File: src/rtl/dlx_pipe_pkg.sv
// Shared types and constants for the DLX pipeline control blocks.
// Scoreboard entries use a fixed-width destination field, so REG_AW must not exceed SB_DST_W.
package dlx_pipe_pkg;

    localparam int REG_AW_DEF = 5;
    localparam int SB_DST_W   = 8;

    localparam logic [1:0] FWD_RF  = 2'd0;
    localparam logic [1:0] FWD_EX  = 2'd1;
    localparam logic [1:0] FWD_MEM = 2'd2;
    localparam logic [1:0] FWD_WB  = 2'd3;

    typedef struct packed {
        logic                valid;
        logic [SB_DST_W-1:0] dst;
        logic                regwr;
        logic                is_load;
    } sb_entry_t;

    // Entry index to forward select; anything at or past entry 2 is WB data.
    function automatic logic [1:0] fwd_code(input int idx);
        if (idx == 0)
            return FWD_EX;
        else if (idx == 1)
            return FWD_MEM;
        else
            return FWD_WB;
    endfunction

endpackage

File: src/rtl/pipe_hazard_unit_match.sv
// Per-operand matcher: compares one source select against every scoreboard entry,
// returns the forward select of the youngest matching entry and a load-in-EX hit flag.
module pipe_hz_match
    import dlx_pipe_pkg::*;
#(
    parameter int REG_AW = REG_AW_DEF,
    parameter int DEPTH  = 3
) (
    input  logic [REG_AW-1:0]           sel,
    input  logic                        used,
    input  sb_entry_t [DEPTH-1:0]       entries,
    output logic [1:0]                  fwd,
    output logic                        load_hit
);

    logic [SB_DST_W-1:0] sel_ext;

    assign sel_ext = SB_DST_W'(sel);

    // Scan oldest to youngest so the youngest match overwrites older ones.
    always_comb begin
        fwd      = FWD_RF;
        load_hit = 1'b0;
        for (int i = DEPTH - 1; i >= 0; i--) begin
            if (used && (sel != '0) && entries[i].valid && entries[i].regwr &&
                (entries[i].dst == sel_ext)) begin
                fwd = fwd_code(i);
                if (i == 0)
                    load_hit = entries[i].is_load;
            end
        end
    end

endmodule

File: src/rtl/pipe_hazard_unit.sv
// Hazard and forwarding controller for the DLX in-order pipeline.
// Keeps a scoreboard of in-flight destinations (entry 0 = EX) and derives forwarding
// selects, load-use stall, multi-cycle EX hold and branch kill from it.
// State updates on the falling clock edge, like the interstage registers.
// Optional build macro PIPE_HAZARD_PERF_CNT_EN enables the saturating stall/flush counters.
//
// state | meaning
// IDLE  | no multi-cycle op holding EX (first EX cycle of an mc op also holds)
// BUSY  | mc op in EX; hold while counter > 1, op leaves EX on the edge at counter == 1
module pipe_hazard_unit
    import dlx_pipe_pkg::*;
#(
    parameter int REG_AW = REG_AW_DEF,
    parameter int NSRC   = 2,
    parameter int DEPTH  = 3,
    parameter int MC_LAT = 4
) (
    input  logic                     clk,
    input  logic                     rst_n,
    input  logic                     id_valid,
    input  logic [NSRC*REG_AW-1:0]   id_src_sel,
    input  logic [NSRC-1:0]          id_src_used,
    input  logic [REG_AW-1:0]        id_dst,
    input  logic                     id_regwr,
    input  logic                     id_is_load,
    input  logic                     id_is_mc,
    input  logic                     id_branch_taken,
    output logic [NSRC*2-1:0]        fwd_sel,
    output logic                     stall,
    output logic                     ex_hold,
    output logic                     kill_id,
    output logic                     flush_if,
    output logic [31:0]              stall_cnt,
    output logic [31:0]              flush_cnt
);

    localparam int CNT_W = $clog2(MC_LAT + 1);

    typedef enum logic {ST_IDLE, ST_BUSY} mc_state_t;

    sb_entry_t [DEPTH-1:0] sb;
    sb_entry_t             id_entry;
    logic                  ex_is_mc;
    mc_state_t             mc_state;
    logic [CNT_W-1:0]      mc_cnt;
    logic                  flush_pending;
    logic [NSRC-1:0]       load_hit;
    logic                  mc_start;
    logic                  id_take;
    logic                  set_flush;

    for (genvar k = 0; k < NSRC; k++) begin : g_src
        pipe_hz_match #(
            .REG_AW (REG_AW),
            .DEPTH  (DEPTH)
        ) u_match (
            .sel      (id_src_sel[k*REG_AW +: REG_AW]),
            .used     (id_src_used[k]),
            .entries  (sb),
            .fwd      (fwd_sel[k*2 +: 2]),
            .load_hit (load_hit[k])
        );
    end

    // Hazard outputs and next-state qualifiers, all combinational from scoreboard and ID.
    always_comb begin
        mc_start       = (mc_state == ST_IDLE) && sb[0].valid && ex_is_mc;
        ex_hold        = mc_start || ((mc_state == ST_BUSY) && (mc_cnt != CNT_W'(1)));
        stall          = (|load_hit) || ex_hold;
        kill_id        = stall || flush_pending;
        id_take        = id_valid && !stall && !flush_pending;
        set_flush      = id_branch_taken && !stall && !flush_pending;
        id_entry       = '0;
        id_entry.valid = 1'b1;
        id_entry.dst   = SB_DST_W'(id_dst);
        id_entry.regwr = id_regwr;
        id_entry.is_load = id_is_load;
    end

    assign flush_if = flush_pending;

    // Scoreboard shift; under ex_hold EX is frozen and a bubble enters MEM.
    always_ff @(negedge clk or negedge rst_n) begin
        if (!rst_n) begin
            sb       <= '0;
            ex_is_mc <= 1'b0;
        end else if (ex_hold) begin
            sb[1] <= '0;
            for (int i = 2; i < DEPTH; i++)
                sb[i] <= sb[i-1];
        end else begin
            sb[0]    <= id_take ? id_entry : '0;
            ex_is_mc <= id_take && id_is_mc;
            for (int i = 1; i < DEPTH; i++)
                sb[i] <= sb[i-1];
        end
    end

    // Multi-cycle EX sequencer.
    always_ff @(negedge clk or negedge rst_n) begin
        if (!rst_n) begin
            mc_state <= ST_IDLE;
            mc_cnt   <= '0;
        end else begin
            case (mc_state)
                ST_IDLE: begin
                    if (mc_start) begin
                        mc_state <= ST_BUSY;
                        mc_cnt   <= CNT_W'(MC_LAT - 1);
                    end
                end
                ST_BUSY: begin
                    if (mc_cnt == CNT_W'(1)) begin
                        mc_state <= ST_IDLE;
                        mc_cnt   <= '0;
                    end else begin
                        mc_cnt <= mc_cnt - CNT_W'(1);
                    end
                end
                default: begin
                    mc_state <= ST_IDLE;
                    mc_cnt   <= '0;
                end
            endcase
        end
    end

    // One-cycle flush request after a taken branch leaves ID unstalled.
    always_ff @(negedge clk or negedge rst_n) begin
        if (!rst_n)
            flush_pending <= 1'b0;
        else
            flush_pending <= set_flush;
    end

`ifdef PIPE_HAZARD_PERF_CNT_EN
    logic [31:0] stall_cnt_q;
    logic [31:0] flush_cnt_q;

    // Saturating event counters, cleared only by reset.
    always_ff @(negedge clk or negedge rst_n) begin
        if (!rst_n) begin
            stall_cnt_q <= '0;
            flush_cnt_q <= '0;
        end else begin
            if (stall && (stall_cnt_q != 32'hFFFF_FFFF))
                stall_cnt_q <= stall_cnt_q + 32'd1;
            if (set_flush && (flush_cnt_q != 32'hFFFF_FFFF))
                flush_cnt_q <= flush_cnt_q + 32'd1;
        end
    end

    assign stall_cnt = stall_cnt_q;
    assign flush_cnt = flush_cnt_q;
`else
    assign stall_cnt = '0;
    assign flush_cnt = '0;
`endif

endmodule

File: config.mk
export PLATFORM = sky130hd
export DESIGN_NAME = pipe_hazard_unit
export DESIGN_NICKNAME = d
export VERILOG_FILES = /design/src/rtl/dlx_pipe_pkg.sv /design/src/rtl/pipe_hazard_unit_match.sv /design/src/rtl/pipe_hazard_unit.sv
export SDC_FILE = /design/constraint.sdc
export NUM_CORES = 1
export LEC_CHECK = 0
export ABC_CLOCK_PERIOD_IN_PS = 4750
export CAP_MARGIN = 20
export CELL_PAD_IN_SITES_DETAIL_PLACEMENT = 0
export CELL_PAD_IN_SITES_GLOBAL_PLACEMENT = 1
export CORE_MARGIN = 4
export CORE_UTILIZATION = 33
export CTS_BUF_LIST = sky130_fd_sc_hd__clkbuf_4
export CTS_CLUSTER_DIAMETER = 150
export DETAILED_ROUTE_END_ITERATION = 8
export HOLD_SLACK_MARGIN = 0.15
export MAX_ROUTING_LAYER = met4
export PLACE_DENSITY = 0.95
export SYNTH_ARGS = -nofsm -noshare
export SYNTH_HDL_FRONTEND = slang
export SYNTH_SLANG_ARGS = --single-unit
File: constraint.sdc
create_clock -name clk -period 4.75 [get_ports clk]
set_input_delay 0.95 -clock clk [delete_from_list [all_inputs] [get_ports clk]]
set_output_delay 0.95 -clock clk [all_outputs]
set_load 0.05 [all_outputs]
# == Yosys cells after proc, flatten, opt, wreduce, memory -nomap -nowiden ==
# Index checks and enable logic that the tools add are counted.
# totals
output_inout_bits,72
mem_bits_ro,0
wordCells,77
regBits,37
latch_bits,0
ramBits,0
input_bits,24
n_memories,0
# op_classes
reduce_logical,36
order_cmp,0
div_mod_pow,0
eq_ne,9
multipliers,0
n_addsub,1
shift,0
muxes,16
n_bitwise,1
# op_table
cell,n
8-bit by 5-bit == test with 1-bit output,6
1-bit logical AND,28
11-bit two-way mux,2
2-bit two-way mux,6
5-bit nonzero test,2
3-bit two-way mux,2
3-bit one-hot mux with 2 select lines,1
1-bit two-way mux,4
3-bit by 1-bit == test with 1-bit output (second input constant),1
1-bit logical OR,3
3-bit by 1-bit != test with 1-bit output (second input constant),1
3-bit by 1-bit subtractor with 3-bit output (second input constant),1
1-bit logical NOT,2
2-bit != test (second input constant),1
1-bit one-hot mux with 2 select lines,1
2-bit OR reduction,1
1-bit inverter,1

# == Depth between registers and ports, before layout ==
# Gate-level depths: netlist (run 1).
# depth
word_depth,12
ltp_mapped,7
mapped_depth_nobuf,7

# == Hierarchy ==
# From an unflattened synthesis (run 1), not the netlist that was laid out.
# unflattened
cells_unflattened,222
area_unflattened_um2,2135.8
# by_module_without_submodules
module,n_inst,area_each_um2,cells_each,seq_area_each_um2
pipe_hazard_unit,1,1607.8,154,750.7
pipe_hz_match,2,264.0,34,0.0

==> flow_summary.toml, run 1 <==
[timing]
holdWs_ps = 327.5
finalWorstSetupSlack_ps = -670.6
setup_violations = 17
slew_viol_final = 0
hold_viol_final = 0
finalSetupTns_ps = -4164
rsz0062_at_grt = "yes"
fin_worst_skew_ps = 4.510

[die]
core_area_sq_um = 5921
rows = 28
chipHeight_um = 86.06
num_io_pins = 96
initial_core_util_pct = 33.96
die_area_sq_um = 7405
die_w_um = 86.06

[yosys]
synth_flop_cell = "dfrtn_1"
async_flop_share_pct = 100.0
synth_cells = 215
yosysWarnings = 0
syn_area_sq_um = 2011
postSynthAreaPerCell_sq_um = 9.352
seq_area_frac_synth_pct = 34.85
synth_cell_type_count = 32
synth_edf_count = 0
ys_ff_latch = 28

[routing]
avgViaCountPerCell = 4.116
vias = 1494
drc = 0
ant_nets = 0
drt_wl_total_um = 4400
wl_per_cell_um = 12.12
firstDrtPassIters = 4
drt_iter0_markers = 38

[worst_hold_path]
hold_end = "sb[23]"
hold_class = "register to register"
hold_depth = 0
min_from = "sb[12]"

[pwr]
p_per_area_nw_per_um2 = 552.8
vdd_drop_max_mv = 0.2208
leakagePower_nw = 1.345
power.total_mw = 1.513

[layout]
fin_area_sq_um = 2736
area_delta_synth_final_pct = 36.09
nFillCells = 564
diodes = 0
regArea_sq_um = 700.7
multi_input_area_sq_um = 1124
layout-drive-gt1-share_pct = 26.74
nets = 315

[global_route]
antenna_found_initial = 0
grt_usage_pct = 11.89
grt_max_degree = 29
grt_pass1_vias = 1447
grt_pass1_wl_um = 6824
grt-ovfl-total = 0

[cts]
root_buffer = "clkbuf_4"
cts-htree-levels = 1
ctsHoldBuffers = 0
clkTransAtPathRegs_ps = 100
worst_skew_pair.late_latency_ps = 310
cts-root-to-sink-buffers = 2
cts.sinks = 28
cts_made_buffers = 3
cts_tree = "done"

[setup_path]
path_class = "register to output pin"
crit_arrival_ps = 4470
path_max_fanout = 3
rr_startpoint = "mc_state"
crit_path_end_kind = "output pin"
rrSetupSlack_ps = 2950
reg2regPathDepth = 9
required_ps = 3800
rr_endpoint = "ex_is_mc"
start_kind = "register"

[placed_design]
gp_congestion = 0.8553
io_buffers = 31
dpl_cell_area_sq_um = 2574
hpwl_um = 3569

[flow_run]
maxCapViolations = 0

[status]
status = "complete, but fails checks"
violations = "setup timing"
-- through the flow --
| step | setup WS (ps) | utilization [%] | cells |
|---|---|---|---|
| floorplan | -172.1 | - | 278 |
| global placement | -411.0 | 43.47 | 352 |
| detailed placement | -410.6 | 43.47 | 352 |
| CTS | -722.8 | 45.41 | 359 |
| global route | -773.0 | 46.22 | 363 |
| finish | -670.6 | 46.22 | 363 |
-- worst max-delay path, stage by stage, from the launching register on --
cell and delay, ps:
dfrtn_1 480, xnor2_1 140, nand4_1 110, or4_4 530
a21oi_4 160, buf_6 110, nand2b_4 120, buf_12 130
-- cell type report --
class	instances	area share, %
multi-input cells	170	41.06
repair buffers	72	26.06
flip-flops and latches	28	25.61
well taps	75	3.429
inverters	14	1.920
clock inverters	1	1.097
clock buffers	3	0.8230
-- report_power, final --
| part | internal [mW] | total (mW) | switching (mW) |
|---|---|---|---|
| Combinational | 0.427 | 0.917 | 0.491 |
| Sequential | 0.352 | 0.440 | 0.0877 |
| Clock | 0.0853 | 0.156 | 0.0704 |
| Total | 0.864 | 1.51 | 0.649 |
-- layer usage --
metal | GRT usage (%) | up-vias | wire (um)
li1 | - | 729 | -
met4 | 3.741 | 0 | 34
met1 | 14.51 | 714 | 1801
met2 | 20.53 | 49 | 2310
met3 | 1.249 | 2 | 254
met5 | - | - | 0
-- cell families (layout without fill, tap and decap cells) --
logic type	after synthesis	after routing	share of synthesized area [%]
buffers and inverters	80	90	26.88
and+or+nand+nor	45	45	14.87
xor gates and xnor gates	30	30	13.07
AOI/OAI and AO/OA	28	28	8.402
DFF	28	28	34.85
adders and majority gates	2	2	1.244
other	1	64	0.1865
muxes	1	1	0.4978
-- registers in the layout, summed over array words and instances, names as in the netlist --
name,count
mc_state,1
mc_cnt,3
flush_if,1
ex_is_mc,1
sb,22
-- synthesized netlist by cell type (all sizes together) (2+ instances only) --
cell type  count  area [sq um]
nand2b         3         18.77
clkbuf         2         7.510
and3           7         43.79
nand2          7         26.28
nand4          6         37.54
ha             2         25.02
and2           7         43.79
or4            8         67.56
a21oi         11         58.81
xnor2         24         210.2
xor2           6         52.55
o21ai         10         57.56
nor3b          2         15.01
a21o           2         16.27
inv           14         52.55
buf           64         480.5
dfrtn         28         700.7
a21boi         2         15.01
-- how the worst max path moves through the flow --
stage	end	start	slack, ps	cells past startpoint
final	stall	sb[5]	-670	7
after global routing	stall	sb[5]	-770	7
after CTS	stall	sb[2]	-720	7
after detailed placement	sb[0]	id_src_sel[5]	-410	6
after global placement	sb[0]	id_src_sel[5]	-410	6
after floorplan	stall	sb[2]	-170	5
-- cells in the final DEF, fill, tap and decap left out, drive strengths merged, types with 6 or more instances in the layout --
master         Yosys  final
xnor2             24     24
nand2              7      7
or4                8      8
o21ai             10     10
conb               1     64
clkdlybuf4s50      0     23
a21oi             11     11
xor2               6      6
buf               64     49
nand4              6      6
and2               7      7
inv               14     14
and3               7      7
dfrtn             28     28
-- repair_timing --
action | 4_1_cts | 5_1_grt
gates resized for setup | 10 | 3
endpoints found under the setup margin | 16 | 17
buffers inserted | 3 | 4
cloned | 0 | 0
pin swaps | 10 | 1
No activity file was read; power rests on OpenSTA's default activity.
==> inputs of run 2 (changes only) <==
--- a/config.mk
+++ b/config.mk
@@ -14,6 +14,7 @@
 export CTS_BUF_LIST = sky130_fd_sc_hd__clkbuf_4
 export CTS_CLUSTER_DIAMETER = 150
 export DETAILED_ROUTE_END_ITERATION = 8
+export GPL_ROUTABILITY_DRIVEN = 1
 export HOLD_SLACK_MARGIN = 0.15
 export MAX_ROUTING_LAYER = met4
 export PLACE_DENSITY = 0.95
==> results of run 2 <==
The final DEF is identical to that of run 1; final timing and power are the same.
==> inputs of run 3 (changes only) <==
--- a/config.mk
+++ b/config.mk
@@ -6,7 +6,6 @@
 export NUM_CORES = 1
 export LEC_CHECK = 0
 export ABC_CLOCK_PERIOD_IN_PS = 4750
-export CAP_MARGIN = 20
 export CELL_PAD_IN_SITES_DETAIL_PLACEMENT = 0
 export CELL_PAD_IN_SITES_GLOBAL_PLACEMENT = 1
 export CORE_MARGIN = 4
==> results of run 3 <==
The final DEF is identical to that of run 1; final timing and power are the same.
